**config.mk**
```make
export PLATFORM = sky130hd
export DESIGN_NAME = pc_fetch_unit_flat
export DESIGN_NICKNAME = d
export VERILOG_FILES = /design/src/rtl/pc_fetch_unit_pkg.sv /design/src/rtl/pc_fetch_unit_if.sv /design/src/rtl/pc_fetch_unit_fetch_tag_queue.sv /design/src/rtl/pc_fetch_unit.sv /design/src/flat_wrapper.sv
export SDC_FILE = /design/constraint.sdc
export NUM_CORES = 1
export LEC_CHECK = 0
export BUFFER_PORTS_ARGS = -buffer_cell sky130_fd_sc_hd__buf_2
export CAP_MARGIN = 40
export CORE_ASPECT_RATIO = 1.75
export CORE_MARGIN = 4
export CORE_UTILIZATION = 59
export DETAILED_ROUTE_END_ITERATION = 8
export PLACE_DENSITY = 0.86
export SYNTH_ARGS = -nofsm -noshare
export SYNTH_HDL_FRONTEND = slang
export SYNTH_SLANG_ARGS = --single-unit
```
**constraint.sdc**
```tcl
create_clock -name clk -period 8.56 [get_ports clk]
set_input_delay 1.712 -clock clk [delete_from_list [all_inputs] [get_ports clk]]
set_output_delay 1.712 -clock clk [all_outputs]
set_load 0.005 [all_outputs]
```
**src/rtl/pc_fetch_unit_pkg.sv**
```systemverilog
// Shared definitions for the IF-stage fetch unit: default widths, reset PC,
// queue sizing helper and the per-cycle response classification.
package pc_fetch_unit_pkg;

    localparam int              ADDR_W_DEF   = 32;
    localparam int              DATA_W_DEF   = 32;
    localparam int              INST_B_DEF   = 4;
    localparam int              DEPTH_DEF    = 4;
    localparam logic [31:0]     RESET_PC_DEF = 32'h0000_0000;

    typedef enum logic [1:0] {
        RESP_NONE,
        RESP_FILL,
        RESP_DROP,
        RESP_ERROR
    } resp_kind_t;

    // Occupancy counters must be able to hold DEPTH itself.
    function automatic int cnt_w(input int depth);
        return $clog2(depth) + 1;
    endfunction

endpackage

```
**src/rtl/pc_fetch_unit_if.sv**
```systemverilog
// Fetch request, memory response and IF/ID output handshakes of the fetch unit.
interface pc_fetch_unit_if #(
    parameter int ADDR_W = 32,
    parameter int DATA_W = 32
);
    logic              req_valid;
    logic [ADDR_W-1:0] req_addr;
    logic              req_ready;
    logic              resp_valid;
    logic [DATA_W-1:0] resp_data;
    logic              out_valid;
    logic [ADDR_W-1:0] out_pc;
    logic [DATA_W-1:0] out_inst;
    logic              out_ready;

    modport master (
        output req_valid, req_addr, out_valid, out_pc, out_inst,
        input  req_ready, resp_valid, resp_data, out_ready
    );

    modport slave (
        input  req_valid, req_addr, out_valid, out_pc, out_inst,
        output req_ready, resp_valid, resp_data, out_ready
    );
endinterface

```
**src/rtl/pc_fetch_unit_fetch_tag_queue.sv**
```systemverilog
// In-order ring of outstanding fetches: push at tail, fill at resp, pop at head.
// Each entry pairs a request PC with its returned instruction word.
module fetch_tag_queue
    import pc_fetch_unit_pkg::*;
#(
    parameter int ADDR_W = ADDR_W_DEF,
    parameter int DATA_W = DATA_W_DEF,
    parameter int DEPTH  = DEPTH_DEF
) (
    input  logic                      clk,
    input  logic                      rst_n,
    input  logic                      flush,
    input  logic                      push,
    input  logic [ADDR_W-1:0]         push_pc,
    input  logic                      fill,
    input  logic [DATA_W-1:0]         fill_data,
    input  logic                      pop,
    output logic                      head_valid,
    output logic [ADDR_W-1:0]         head_pc,
    output logic [DATA_W-1:0]         head_inst,
    output logic [cnt_w(DEPTH)-1:0]   cnt,
    output logic [cnt_w(DEPTH)-1:0]   pend
);
    localparam int PTR_W = $clog2(DEPTH);
    localparam int CNT_W = cnt_w(DEPTH);

    logic [ADDR_W-1:0] pc_mem   [DEPTH];
    logic [DATA_W-1:0] inst_mem [DEPTH];
    logic [DEPTH-1:0]  done;
    logic [PTR_W-1:0]  head;
    logic [PTR_W-1:0]  resp;
    logic [PTR_W-1:0]  tail;

    always_ff @(posedge clk or negedge rst_n) begin
        if (!rst_n) begin
            head <= '0;
            resp <= '0;
            tail <= '0;
            cnt  <= '0;
            pend <= '0;
            done <= '0;
        end else if (flush) begin
            head <= '0;
            resp <= '0;
            tail <= '0;
            cnt  <= '0;
            pend <= '0;
            done <= '0;
        end else begin
            if (push) begin
                done[tail] <= 1'b0;
                tail       <= tail + PTR_W'(1);
            end
            if (fill) begin
                done[resp] <= 1'b1;
                resp       <= resp + PTR_W'(1);
            end
            if (pop) begin
                done[head] <= 1'b0;
                head       <= head + PTR_W'(1);
            end
            cnt  <= cnt + CNT_W'(push) - CNT_W'(pop);
            pend <= pend + CNT_W'(push) - CNT_W'(fill);
        end
    end

    // Payload storage needs no reset: nothing is visible until its done bit is set.
    always_ff @(posedge clk) begin
        if (push && !flush) pc_mem[tail] <= push_pc;
        if (fill && !flush) inst_mem[resp] <= fill_data;
    end

    assign head_valid = done[head];
    assign head_pc    = done[head] ? pc_mem[head]   : '0;
    assign head_inst  = done[head] ? inst_mem[head] : '0;

endmodule

```
**src/rtl/pc_fetch_unit.sv**
```systemverilog
// IF-stage PC generator: issues sequential fetches, pairs responses with PCs and
// discards responses made stale by a redirect.
module pc_fetch_unit
    import pc_fetch_unit_pkg::*;
#(
    parameter int                ADDR_W   = ADDR_W_DEF,
    parameter int                DATA_W   = DATA_W_DEF,
    parameter int                INST_B   = INST_B_DEF,
    parameter logic [ADDR_W-1:0] RESET_PC = ADDR_W'(RESET_PC_DEF),
    parameter int                DEPTH    = DEPTH_DEF
) (
    input  logic              clk,
    input  logic              rst_n,
    input  logic              stall,
    input  logic              redirect,
    input  logic [ADDR_W-1:0] redirect_pc,
    pc_fetch_unit_if.master   bus
);
    localparam int                CNT_W      = cnt_w(DEPTH);
    localparam logic [ADDR_W-1:0] ALIGN_MASK = ~(ADDR_W'(INST_B - 1));

    logic [ADDR_W-1:0] pc;
    logic [CNT_W-1:0]  drop_cnt;
    logic [CNT_W-1:0]  cnt;
    logic [CNT_W-1:0]  pend;
    logic [CNT_W:0]    occupancy;
    logic              req_fire;
    logic              push;
    logic              fill;
    logic              pop;
    logic              resp_used;
    resp_kind_t        resp_kind;

    // Stale fetches still in flight hold their slot until the memory answers them.
    assign occupancy     = {1'b0, cnt} + {1'b0, drop_cnt};
    assign bus.req_valid = rst_n && !stall && (occupancy < (CNT_W + 1)'(DEPTH));
    assign bus.req_addr  = pc;
    assign req_fire      = bus.req_valid && bus.req_ready;

    always_comb begin
        resp_kind = RESP_NONE;
        if (bus.resp_valid) begin
            if (drop_cnt != '0)  resp_kind = RESP_DROP;
            else if (pend != '0) resp_kind = RESP_FILL;
            else                 resp_kind = RESP_ERROR;
        end
    end

    assign resp_used = (resp_kind == RESP_FILL) || (resp_kind == RESP_DROP);
    assign push      = req_fire && !redirect;
    assign fill      = (resp_kind == RESP_FILL) && !redirect;
    assign pop       = bus.out_valid && bus.out_ready;

    always_ff @(posedge clk or negedge rst_n) begin
        if (!rst_n) begin
            pc <= RESET_PC;
        end else if (redirect) begin
            pc <= redirect_pc & ALIGN_MASK;
        end else if (req_fire) begin
            pc <= pc + ADDR_W'(INST_B);
        end
    end

    // On redirect every pending fetch plus this cycle's request becomes stale.
    always_ff @(posedge clk or negedge rst_n) begin
        if (!rst_n) begin
            drop_cnt <= '0;
        end else if (redirect) begin
            drop_cnt <= drop_cnt + pend + CNT_W'(req_fire) - CNT_W'(resp_used);
        end else if (resp_kind == RESP_DROP) begin
            drop_cnt <= drop_cnt - CNT_W'(1);
        end
    end

    fetch_tag_queue #(
        .ADDR_W (ADDR_W),
        .DATA_W (DATA_W),
        .DEPTH  (DEPTH)
    ) u_queue (
        .clk        (clk),
        .rst_n      (rst_n),
        .flush      (redirect),
        .push       (push),
        .push_pc    (pc),
        .fill       (fill),
        .fill_data  (bus.resp_data),
        .pop        (pop),
        .head_valid (bus.out_valid),
        .head_pc    (bus.out_pc),
        .head_inst  (bus.out_inst),
        .cnt        (cnt),
        .pend       (pend)
    );

    a_no_unexpected_resp : assert property (
        @(posedge clk) disable iff (!rst_n) resp_kind != RESP_ERROR
    );

endmodule

```
**src/flat_wrapper.sv**
```systemverilog
// flat-port wrapper written by rule: the top's interface ports become plain ports
module pc_fetch_unit_flat import pc_fetch_unit_pkg::*;
#(
    parameter int                ADDR_W   = ADDR_W_DEF,
    parameter int                DATA_W   = DATA_W_DEF,
    parameter int                INST_B   = INST_B_DEF,
    parameter logic [ADDR_W-1:0] RESET_PC = ADDR_W'(RESET_PC_DEF),
    parameter int                DEPTH    = DEPTH_DEF
)
  (clk, rst_n, stall, redirect, redirect_pc, bus_req_valid, bus_req_addr, bus_out_valid, bus_out_pc, bus_out_inst, bus_req_ready, bus_resp_valid, bus_resp_data, bus_out_ready);
  pc_fetch_unit_if #(.ADDR_W(ADDR_W), .DATA_W(DATA_W)) bus_i ();
  input  logic clk;
  input  logic rst_n;
  input  logic stall;
  input  logic redirect;
  input  logic [ADDR_W-1:0] redirect_pc;
  output wire logic [$bits(bus_i.req_valid)-1:0] bus_req_valid;
  output wire logic [$bits(bus_i.req_addr)-1:0] bus_req_addr;
  output wire logic [$bits(bus_i.out_valid)-1:0] bus_out_valid;
  output wire logic [$bits(bus_i.out_pc)-1:0] bus_out_pc;
  output wire logic [$bits(bus_i.out_inst)-1:0] bus_out_inst;
  input wire logic [$bits(bus_i.req_ready)-1:0] bus_req_ready;
  input wire logic [$bits(bus_i.resp_valid)-1:0] bus_resp_valid;
  input wire logic [$bits(bus_i.resp_data)-1:0] bus_resp_data;
  input wire logic [$bits(bus_i.out_ready)-1:0] bus_out_ready;
  assign bus_req_valid = bus_i.req_valid;
  assign bus_req_addr = bus_i.req_addr;
  assign bus_out_valid = bus_i.out_valid;
  assign bus_out_pc = bus_i.out_pc;
  assign bus_out_inst = bus_i.out_inst;
  assign bus_i.req_ready = bus_req_ready;
  assign bus_i.resp_valid = bus_resp_valid;
  assign bus_i.resp_data = bus_resp_data;
  assign bus_i.out_ready = bus_out_ready;
  pc_fetch_unit #(.ADDR_W(ADDR_W), .DATA_W(DATA_W), .INST_B(INST_B), .RESET_PC(RESET_PC), .DEPTH(DEPTH)) u_core (.clk(clk), .rst_n(rst_n), .stall(stall), .redirect(redirect), .redirect_pc(redirect_pc), .bus(bus_i));
endmodule
```
**Word-level counts from Yosys, hierarchy flattened**

Memories as Yosys holds them, arrays and structs flattened.
Cells that the tools add are included.

- Bits in registers: 51
- Memory bits (writable): 256
- Output and inout bits: 98
- Word-level logic and storage cells: 93
- Memories kept: 2

- Add/sub/neg operators: 13
- Magnitude comparators: 7
- Equal/unequal tests: 2
- Mux-type cells: 35
- Bitwise gates (word level): 5
- Reduce and logical (&&, ||, !) cells: 21

Memories:

| name | words | width | read ports | clocked after memory_dff | write ports | line | text |
|---|---|---|---|---|---|---|---|
| u_core.u_queue.inst_mem | 4 | 32 | 1 | 0 | 1 | pc_fetch_unit_fetch_tag_queue.sv:28 | `logic [DATA_W-1:0] inst_mem [DEPTH];` |
| u_core.u_queue.pc_mem | 4 | 32 | 1 | 0 | 1 | pc_fetch_unit_fetch_tag_queue.sv:27 | `logic [ADDR_W-1:0] pc_mem [DEPTH];` |

Operators with widths:

| operator | count |
|---|---|
| two-way mux 32 bit | 4 |
| adder 32 x 3 -> 32 bit (second input constant) | 1 |
| two-way mux 4 bit | 6 |
| two-way mux 2 bit | 9 |
| two-way mux 3 bit | 4 |
| logical AND 1 bit | 11 |
| nonzero test 2 bit | 5 |
| adder 3 x 1 -> 3 bit | 3 |
| < comparator 2 x 3 -> 1 bit (second input constant) | 3 |
| subtractor 3 x 1 -> 3 bit | 3 |
| AND 4 bit | 2 |
| two-way mux 1 bit | 8 |
| NOT 4 bit | 2 |
| adder 2 x 1 -> 2 bit (second input constant) | 3 |
| demux 1 bit (select 2 bit) | 3 |
| greater-or-equal comparator 2 x 1 -> 1 bit (second input constant) | 3 |
| nonzero test 3 bit | 2 |
| adder 3 x 3 -> 4 bit | 1 |
| < comparator 4 x 3 -> 1 bit (second input constant) | 1 |
| bitwise OR 4 bit | 1 |
| adder 3 bit | 1 |
| subtractor 3 x 1 -> 3 bit (second input constant) | 1 |
| binary-select mux 1 bit (select 2 bit) | 1 |
| equality test 2 x 1 -> 1 bit (second input constant) | 1 |
| 3 further kinds | 4 |

**Depth between registers and ports, before layout**

- Word-level depth: 14
- Mapped depth: 14
- Depth with buffers taken out: 13

**Cells and area by module**

A second synthesis with hierarchy kept.

- Cells, all modules: 745
- Area total of the unflattened synthesis: 12966.2 um^2

By module, submodules not included:

| module | times used | cells each | area an instance (um^2) |
|---|---|---|---|
| fetch_tag_queue | 1 | 499 | 10787.8 |
| pc_fetch_unit | 1 | 246 | 2178.3 |

**Worst setup path before layout**

No wires, ideal clock.

- Path type: in2reg
- Start: input stall
- End: register u_core.drop_cnt[2]
- Arrival: 3.910 ns
- Data required time: 8.480 ns
- Slack: 4.570 ns
- Stages: 11
- Path buffers: 1
- Cell sequence: nor4b_4 -> and4b_4 -> inv_4 -> buf_6 -> ha_1 -> inv_1 -> fa_1 -> fa_1 -> xnor2_1 -> a21oi_1 -> xnor2_1

- Word-level cells in the longest chain between the ends: 7

RTL lines:

| what | line | text |
|---|---|---|
| start: declaration | flat_wrapper.sv:14 | `input logic stall;` |
| zero test 1 bit | pc_fetch_unit.sv:36 | `assign bus.req_valid = rst_n && !stall && (occupancy < (CNT_W + 1)'(DEPTH));` |
| logical AND 1 bit (2 in a row) | pc_fetch_unit.sv:36 |  |
| logical AND 1 bit | pc_fetch_unit.sv:38 | `assign req_fire = bus.req_valid && bus.req_ready;` |
| adder 3 x 1 -> 3 bit | pc_fetch_unit.sv:69 | `drop_cnt <= drop_cnt + pend + CNT_W'(req_fire) - CNT_W'(resp_used);` |
| subtractor 3 x 1 -> 3 bit | pc_fetch_unit.sv:69 |  |
| two-way mux 3 bit | pc_fetch_unit.sv:68 | `end else if (redirect) begin` |
| end signal: assignment | pc_fetch_unit.sv:69 |  |
| end signal: assignment | pc_fetch_unit.sv:71 | `drop_cnt <= drop_cnt - CNT_W'(1);` |
| end: declaration | pc_fetch_unit.sv:23 | `logic [CNT_W-1:0] drop_cnt;` |

Every way passes these cells.
A chain may end at the register's enable or synchronous reset.

**Worst setup path after layout**

- Start: input rst_n
- End: output bus_req_valid

- Word-level cells in the longest chain between the ends: 2

RTL lines:

| what | line | text |
|---|---|---|
| start: declaration | flat_wrapper.sv:13 | `input logic rst_n;` |
| logical AND 1 bit (2 in a row) | pc_fetch_unit.sv:36 |  |
| end: declaration | flat_wrapper.sv:17 | `output wire logic [$bits(bus_i.req_valid)-1:0] bus_req_valid;` |

Every way passes these cells.

==> out/results.txt <==
status: finished clean
worst-skew pair later-pin latency: 0.52 ns
Worst VDD drop: 0.196 mV
synthesized instance count: 722
Hold Path Depth: 1
min Tclk post-route: 4.66 ns
synthesized area: 12,500 um2
CTS HTree Levels: 1
n_diodes: 0
GRT overflow: 0
GPL Wtd Cong: 0.815
DRT iter0 DRCs: 479
Buf+Inv Stages, Crit Path: 3
f_max: 215 MHz
vias in the first global route: 7,362
number of flops mapped to enable cells by yosys: 248
Place WS: 3.53 ns
Ports: 169
port buffer count: 162
Min-Delay Path Class: flip-flop to flip-flop
Vias/cell: 5.78
Worst setup EP type: output port
initial core utilization: 0.598
Tcrit/Tclk final: 0.544
first-pass detailed-route iteration total: 5
antenna-violating nets left: 0
WP data arrival: 2.95 ns
nets: 990
reg2reg end: u_core.drop_cnt[2]
die width: 118 um
first-pass GRT wire length: 39,800 um
Core ar.: 20,900 um2
predominant post-synthesis flop cell: edfxtp_1
ratio of cells with drive above 1 in the final layout: 0.333
register area share after synthesis: 0.693
critical path depth in cells: 5
post_cts resized: 0
Slew HR: 0.470
Fin Hold WS: 0.511 ns
ys async rst share: 0.165
number of library cell types mapped by synthesis: 50
initial antenna violation count: 0
RSZ-0062 raised after global routing: false
# hold bufs at CTS: 0
CP max FO: 50
commonest non-fill, non-tap cell in the layout: edfxtp_1
Fin Setup TNS: 0 ns
final max-slew violation count: 0
largest net degree at the start of global routing: 79
Max Cap Violations: 0
# Post-CTS Setup Buffers: 0
leak pwr: 5.26 nW
total CTS buffers: 26
post-synthesis register bit count: 297
critical path's largest stage delay: 0.52 ns
Overall Global Routing Usage: 0.210
Critical Path Slowest Stage Cell: buf_4
Routed WL per cell: 21.0 um
slew at the pin closest to its max-slew limit: 0.795 ns
Reg clk slew, reported paths: 0.07 ns
Mapped Avg Cell Area: 17.3 um2
die area: 23,700 um2
Area Overhead vs Synth: 16.1%
final-report setup violation count: 0
fillers: 1,356
critical path launch point type: input pin
CTS root buf: clkbuf_16
crit-path cells: buf_2, buf_4, nor4b_4, and3b_1, buf_2
most frequent cells in the layout: edfxtp_1 (248), buf_2 (162), nor2b_1 (65)
CP Class: input pin to output port
clk buf depth: 3
R2R depth: 11
hold path startpoint: u_core.drop_cnt[2]
routed vias: 6,723
Power Density: 209 nW/um2
post-route DRC violation count: 0
Site Rows: 70
PnR worst setup slack: 3.90 ns
Die Y: 201 um
CP required: 6.85 ns
CP top delay family: buffers and inverters
final hold viol count: 0
YS warnings: 0
hpwl dp: 16,000 um
Clock Sinks: 297
CP most frequent cell: buf_2
Layout Skew: 0.0110 ns
flop2flop setup slack: 5.35 ns
Reg2Reg Launch Point: u_core.drop_cnt[2]
CTS tree: built
routed wire length: 24,400 um
Hold EP: u_core.drop_cnt[2]
-- synth_stat cells (2+ instances only) --
cell type,count,area share
buf_6,2,0.0018
and3_1,3,0.0015
clkbuf_1,21,0.0063
and4_1,3,0.0021
a21oi_1,4,0.0016
fa_1,4,0.0064
o21ai_1,10,0.0040
nor2b_1,65,0.032
nand3_1,10,0.0040
xnor2_1,29,0.020
edfxtp_1,248,0.60
nor3_1,10,0.0040
a211oi_1,4,0.0024
nand2_1,40,0.012
mux4_2,62,0.11
nand4_1,6,0.0030
buf_4,4,0.0024
inv_1,22,0.0066
nor4_1,8,0.0040
dfrtp_1,49,0.098
mux2_2,7,0.0063
buf_2,10,0.0040
nor2_1,13,0.0039
xor2_1,10,0.0070
a22oi_1,4,0.0024
nor4_4,2,0.0034
o21ai_0,14,0.0056
ha_1,23,0.023
and2_1,10,0.0050
mux2i_1,5,0.0040
-- worst max path at each step --
stage / startpoint / end
3_5_place_dp: rst_n / u_core.drop_cnt[2]
4_1_cts: rst_n / bus_req_valid
3_3_place_gp: rst_n / u_core.drop_cnt[2]
5_1_grt: rst_n / bus_req_valid
6_report: rst_n / bus_req_valid
2_1_floorplan: stall / u_core.drop_cnt[2]
-- kinds of logic (layout without fill, tap and decap cells) --
group                    Yosys count  count (layout)  share of synthesized area
XOR/XNOR                          39              39                     0.0273
flip-flops                       297             297                      0.693
AND/OR/NAND/NOR                  183             183                     0.0877
AO/OA/AOI/OAI                     40              40                     0.0186
buffers and inverters             61             248                     0.0219
adder cells (fa/ha/maj)           27              27                     0.0294
other                              1               4                   0.000300
multiplexers                      74              74                      0.122
-- power by group --
group	internal, mW	switching, mW	leakage (nW)
logic	0.0857	0.0968	1.97
clock network	0.708	0.497	0.434
registers	1.60	0.0459	2.85
total	2.40	0.639	5.26
-- cell type report --
type                    instances  area, um2  area share
flip-flops and latches        297       8680       0.597
repair buffers                177        963      0.0663
well taps                     252        315      0.0217
inverters                      23       88.8     0.00612
clock inverters                17        199      0.0137
multi-input cells             367       3580       0.246
clock buffers                  31        701      0.0482
-- through the flow --
stage | util | std cells | power (mW) | cell area [um2]
final | 0.694 | 1164 | 3.04 | 14500
after global routing | 0.694 | 1164 | 3.15 | 14500
after CTS | 0.694 | 1164 | 3.07 | 14500
after detailed placement | 0.651 | 1116 | 1.87 | 13600
after global placement | 0.648 | 1114 | 1.86 | 13600
after floorplan | - | 725 | 1.78 | 12500
-- layer usage --
metal	share of wire	track usage
met1	0.40	0.267
met2	0.54	0.384
met3	0.052	0.0310
met4	0.014	0.0453
met5	0	0
-- sequential cells by signal, summed over array words and instances (netlist names) --
signal	flops
u_core.u_queue.pend	3
u_core.u_queue.tail	2
u_core.drop_cnt	3
u_core.u_queue.head	2
u_core.u_queue.cnt	3
u_core.u_queue.pc_mem	120
u_core.u_queue.resp	2
u_core.u_queue.inst_mem	128
u_core.u_queue.done	4
u_core.bus.req_addr	30
Note: power is estimated with default switching activity, not from simulation.
